### src/rtl/demux_pkg.sv
// rtl/demux_pkg.sv - shared constants and types for the round-robin demux sequencer
package demux_pkg;

    localparam int         N_OUT    = 4;
    localparam int         SEL_W    = 2;
    localparam logic [7:0] SKIP_MAX = 8'hFF;

    typedef enum logic {
        ST_IDLE = 1'b0,
        ST_HOLD = 1'b1
    } state_t;

    // Next output index; wraps 3 -> 0 through the natural SEL_W-bit overflow.
    function automatic logic [SEL_W-1:0] sel_next(input logic [SEL_W-1:0] s);
        return s + 1'b1;
    endfunction

endpackage

### src/rtl/demux_gate.sv
// rtl/demux_gate.sv - gate-level 1-to-4 demux: routes D onto output S
module demux_gate (
    input  logic       i_d,
    input  logic [1:0] i_s,
    output logic [3:0] o_y
);

    logic w_s0_n;
    logic w_s1_n;

    not u_inv0 (w_s0_n, i_s[0]);
    not u_inv1 (w_s1_n, i_s[1]);

    and u_and0 (o_y[0], i_d, w_s1_n, w_s0_n);
    and u_and1 (o_y[1], i_d, w_s1_n, i_s[0]);
    and u_and2 (o_y[2], i_d, i_s[1],  w_s0_n);
    and u_and3 (o_y[3], i_d, i_s[1],  i_s[0]);

endmodule

### src/rtl/demux_rr_sched.sv
// rtl/demux_rr_sched.sv - round-robin sequencer with timeout re-target driving demux_gate
module demux_rr_sched
    import demux_pkg::*;
#(
    parameter int WIDTH   = 8,
    parameter int TIMEOUT = 15
) (
    input  logic             clk,
    input  logic             rst_n,
    input  logic             enable,
    input  logic             fix_en,
    input  logic [SEL_W-1:0] fix_sel,
    input  logic             in_valid,
    input  logic [WIDTH-1:0] in_data,
    output logic             in_ready,
    output logic [SEL_W-1:0] sel,
    output logic [N_OUT-1:0] out_valid,
    output logic [WIDTH-1:0] out_data,
    input  logic [N_OUT-1:0] out_ready,
    output logic [7:0]       skip_cnt
);

    localparam logic [7:0] TIMER_LAST = 8'(TIMEOUT - 1);

    state_t             r_state;
    state_t             w_state_nxt;
    logic [SEL_W-1:0]   r_sel;
    logic [SEL_W-1:0]   r_rr_ptr;
    logic [WIDTH-1:0]   r_data;
    logic [7:0]         r_timer;
    logic [7:0]         r_skip;
    logic               r_fix;

    logic               w_hold;
    logic               w_hs;
    logic               w_in_ready;
    logic               w_acc;
    logic               w_expire;
    logic [SEL_W-1:0]   w_rr_next;

    assign w_hold    = (r_state == ST_HOLD);
    assign w_hs      = w_hold && out_ready[r_sel];
    assign w_acc     = in_valid && w_in_ready;
    assign w_expire  = w_hold && !r_fix && !w_hs && (r_timer == TIMER_LAST);
    // Pointer moves past the sink that just took a word, so a same-cycle accept already sees it.
    assign w_rr_next = (w_hs && !r_fix) ? sel_next(r_sel) : r_rr_ptr;

    always_ff @(posedge clk or negedge rst_n) begin
        if (!rst_n) begin
            r_state <= ST_IDLE;
        end else begin
            r_state <= w_state_nxt;
        end
    end

    always_comb begin
        w_state_nxt = r_state;
        w_in_ready  = 1'b0;
        case (r_state)
            ST_IDLE: begin
                w_in_ready = enable;
                if (in_valid && enable) begin
                    w_state_nxt = ST_HOLD;
                end
            end
            ST_HOLD: begin
                w_in_ready = enable && out_ready[r_sel];
                if (w_hs && !(in_valid && w_in_ready)) begin
                    w_state_nxt = ST_IDLE;
                end
            end
            default: w_state_nxt = ST_IDLE;
        endcase
    end

    always_ff @(posedge clk or negedge rst_n) begin
        if (!rst_n) begin
            r_sel    <= '0;
            r_rr_ptr <= '0;
            r_data   <= '0;
            r_timer  <= '0;
            r_skip   <= '0;
            r_fix    <= 1'b0;
        end else begin
            r_rr_ptr <= w_rr_next;
            if (w_acc) begin
                r_data  <= in_data;
                r_sel   <= fix_en ? fix_sel : w_rr_next;
                r_fix   <= fix_en;
                r_timer <= '0;
            end else if (w_hold && !w_hs) begin
                // Fixed-route words wait forever; otherwise rotate to the next sink on expiry.
                if (r_fix) begin
                    r_timer <= '0;
                end else if (w_expire) begin
                    r_sel   <= sel_next(r_sel);
                    r_timer <= '0;
                    if (r_skip != SKIP_MAX) begin
                        r_skip <= r_skip + 8'd1;
                    end
                end else begin
                    r_timer <= r_timer + 8'd1;
                end
            end
        end
    end

    demux_gate u_demux_gate (
        .i_d (w_hold),
        .i_s (r_sel),
        .o_y (out_valid)
    );

    // Held low through reset so the producer never sees a ready before release.
    assign in_ready = w_in_ready && rst_n;
    assign sel      = r_sel;
    assign out_data = r_data;
    assign skip_cnt = r_skip;

endmodule

### config.mk
export PLATFORM = sky130hd
export DESIGN_NAME = demux_rr_sched
export DESIGN_NICKNAME = d
export VERILOG_FILES = /design/src/rtl/demux_pkg.sv /design/src/rtl/demux_gate.sv /design/src/rtl/demux_rr_sched.sv
export SDC_FILE = /design/constraint.sdc
export NUM_CORES = 1
export LEC_CHECK = 0
export ABC_CLOCK_PERIOD_IN_PS = 7700
export BUFFER_PORTS_ARGS = -buffer_cell sky130_fd_sc_hd__buf_4
export CAP_MARGIN = 20
export CORE_MARGIN = 1
export CORE_UTILIZATION = 56
export DETAILED_ROUTE_END_ITERATION = 7
export PLACE_DENSITY = 0.84
export REMOVE_ABC_BUFFERS = 1
export SLEW_MARGIN = 25
export SYNTH_ARGS = -nofsm -noshare
export SYNTH_HDL_FRONTEND = slang
export SYNTH_HIERARCHICAL = 1
export SYNTH_SLANG_ARGS = --single-unit
### constraint.sdc
create_clock -name clk -period 7.7 [get_ports clk]
set_clock_uncertainty 0.15 [all_clocks]
set_input_delay 0.385 -clock clk [delete_from_list [all_inputs] [get_ports clk]]
set_output_delay 0.385 -clock clk [all_outputs]
set_load 0.005 [all_outputs]
==> impl_metrics.ini <==
[status]
status = finished, final reports clean

[hold_path]
worstHoldPathCells = 2
hold_path_class = in -> reg
min_to = out_data[4]
worstHoldStart = in_data[4]

[detailed_routing]
drtPass1Iterations = 5
ant_nets = 0
viasPerCell = 6.04
wl_per_cell_um = 15.9
drt_iter0_drc = 85
drt-total-wl_mm = 3.59
dr_total_vias = 1360
drc = 0

[worst_setup_path]
r2r_slack_ps = 5100
startpoint_type = flip-flop
rr_startpoint = sel[0]
critical_path.max_stage_delay_ps = 620
critPathTopFamily = flip-flops
reg2regPathDepth = 4
cp_cell_sequence = mux2_2 -> o22a_1 -> and3_1 -> buf_4
cp.required_ps = 7160
crit_path_max_fanout = 13
cpMaxStageDelayCell = dfrtp_1
timing.rr.end = skip_cnt[1]
cp_num_buf_inv = 1
crit_arrival_ps = 2140
critPathKind = reg -> out
crit_path_end_kind = output pin

[final_layout]
antenna_cells = 0
nFillCells = 208
finish.utilization_pct = 73.8
drive_gt1_share_pct = 33.5
area_delta_synth_final_pct = 23.8
fin_nets = 215
finalInstanceArea_um2 = 2040

[synthesis]
syn_area_um2 = 1640
yosysUniqueCellTypes = 51
avgSynthCellArea_um2 = 11.0
synth_top_area_share_pct = 45.7
yosys.cell_count.top_type = dfrtp_1
syn-instance-count = 150
yosysSeqAreaShare_pct = 45.7
synth_top_area_cell = dfrtp_1
synthTopCellsByCount = dfrtp_1, mux2_2, nand3_1
ys_ff_latch = 30
synth.area.top_cells = dfrtp_1, mux2_2, xor2_1
synthFlopType = dfrtp_1
async_flop_share_pct = 100
synth-edff-count = 0
ys_warn_count = 6

[sta]
finalHoldViolCount = 0
rsz0062_at_grt = false
timing.final.crit_share_pct = 34.7
slew_headroom_pct = 48.8
fmax_mhz = 374
worst_pin_slew_ps = 768
fin_crit_ps = 2670
setup_viol = 0
maxSlewViolCount = 0
fin_tns_setup_ps = 0

[power]
leakage_nw = 0.993
total_power_mw = 0.538
ir_worst_vdd_uv = 226
pwr_density_cell_nw_per_um2 = 264

[die]
placementRows = 19
die_h_um = 56.2
core_um2 = 2760
io_pins = 42
die_w_um = 56.2
dieArea_um2 = 3160
start_util_pct = 59.6

[clock_tree]
clkSinkCount = 30
cts-root-buf = clkbuf_4
cts.path.max_buffers = 2
clk-insertion-delay-late_ps = 330
numCtsBuffers = 5
cts-resized-gates = 0
post-cts-setup-buffer-count = 0
clk_pin_slew_worst_paths_ps = 100
cts_tree = built
ctsHtreeMaxLevel = 2

[global_route]
grt_pass1_wl_mm = 6.05
overflow = 0
grt_pass1_vias = 1319
antenna_found_initial = 0
grt_max_degree = 32
grt_use_total_pct = 24.8

[placement]
place.gp.congestion = 0.805
dp_hpwl_mm = 2.57
dpl_cell_area_um2 = 1970
portBuffers = 41

[flow_run]
maxCapViolCount = 0
==> worst max path at each step <==
stage                      start          end  slack, ps  cells after the start
after floorplan           sel[0]  skip_cnt[1]       5280                      4
after global placement    sel[1]  out_data[2]       5110                      3
after detailed placement  sel[0]  skip_cnt[7]       5120                      4
after CTS                 sel[1]     in_ready       5030                      4
after global routing      sel[1]     in_ready       4920                      4
final                     sel[1]     in_ready       5030                      4
==> stage by stage <==
step                cells  setup slack, ps  hold WS (ps)
global route          225             4920           121
finish                225             5030           135
detailed placement    216             5120           183
CTS                   225             5030           128
global placement      216             5110           180
floorplan             144             5280         -60.6
==> metal layers <==
layer	wire (um)	up-vias	part of all wire [%]	track usage [%]
met5	0	-	0	0
met4	48	0	1.3	11.8
met3	140	5	3.9	5.35
met2	1830	35	51	40.0
met1	1570	665	44	31.8
li1	-	655	-	-
==> power by group <==
| part | internal, mW | switching (mW) | total, mW |
|---|---|---|---|
| logic | 0.109 | 0.0882 | 0.197 |
| clock network | 0.0442 | 0.0532 | 0.0974 |
| registers | 0.195 | 0.0484 | 0.243 |
==> flip-flops by register name, indices dropped and copies added (netlist names) <==
| name | count |
|---|---|
| skip_cnt | 8 |
| r_state | 1 |
| r_rr_ptr | 2 |
| sel | 2 |
| out_data | 8 |
| r_timer | 8 |
| r_fix | 1 |
==> repair_timing <==
action                     CTS  global route
hold endpoints to repair    30             0
hold buffers                 1             0
setup endpoints to repair    0             0
==> placed cells by master, fill, tap and decap left out, types with 2 or more instances in the layout <==
master    Yosys  final
dfrtp_1      30     30
o311ai_0      2      2
xor2_1        7      7
nor2_1        5      5
buf_4         0     41
nor3b_1       4      4
nand2_1       8      8
mux2_2       10     10
ha_1          3      3
o21a_1        2      2
nand3_1       9      9
o22a_1        2      2
a21oi_1       2      2
nand4_1       2      2
o21ai_0       4      4
and3_1        3      3
nor3_1        3      3
nor4b_1       2      2
and2_1        2      2
nand2b_1      2      2
o22ai_1       2      2
xnor2_1       3      3
nor4_1        3      3
mux2i_1       3      3
and3b_1       2      2
inv_1         5      5
clkbuf_4      0      5
==> cell families (layout without fill, tap and decap cells) <==
kind of cell,count (synthesis),after routing,share of synthesized area [%]
fa+ha+maj,3,3,2.28
simple gates,55,55,20.9
mux,15,15,10.7
xor+xnor,10,10,5.33
flops,30,30,45.7
compound gates,26,26,12.0
buf+inv,11,55,3.04
==> area by class of cell <==
cell class	instances	area [um^2]	area share, %
Tap cell	31	38.8	1.91
Timing Repair Buffer	42	318	15.6
Multi-Input combinational cell	109	850	41.7
Clock inverter	1	5.00	0.246
Sequential cell	30	751	36.9
Inverter	5	18.8	0.922
Clock buffer	7	55.1	2.70
Note: power is estimated with default switching activity, not from simulation.
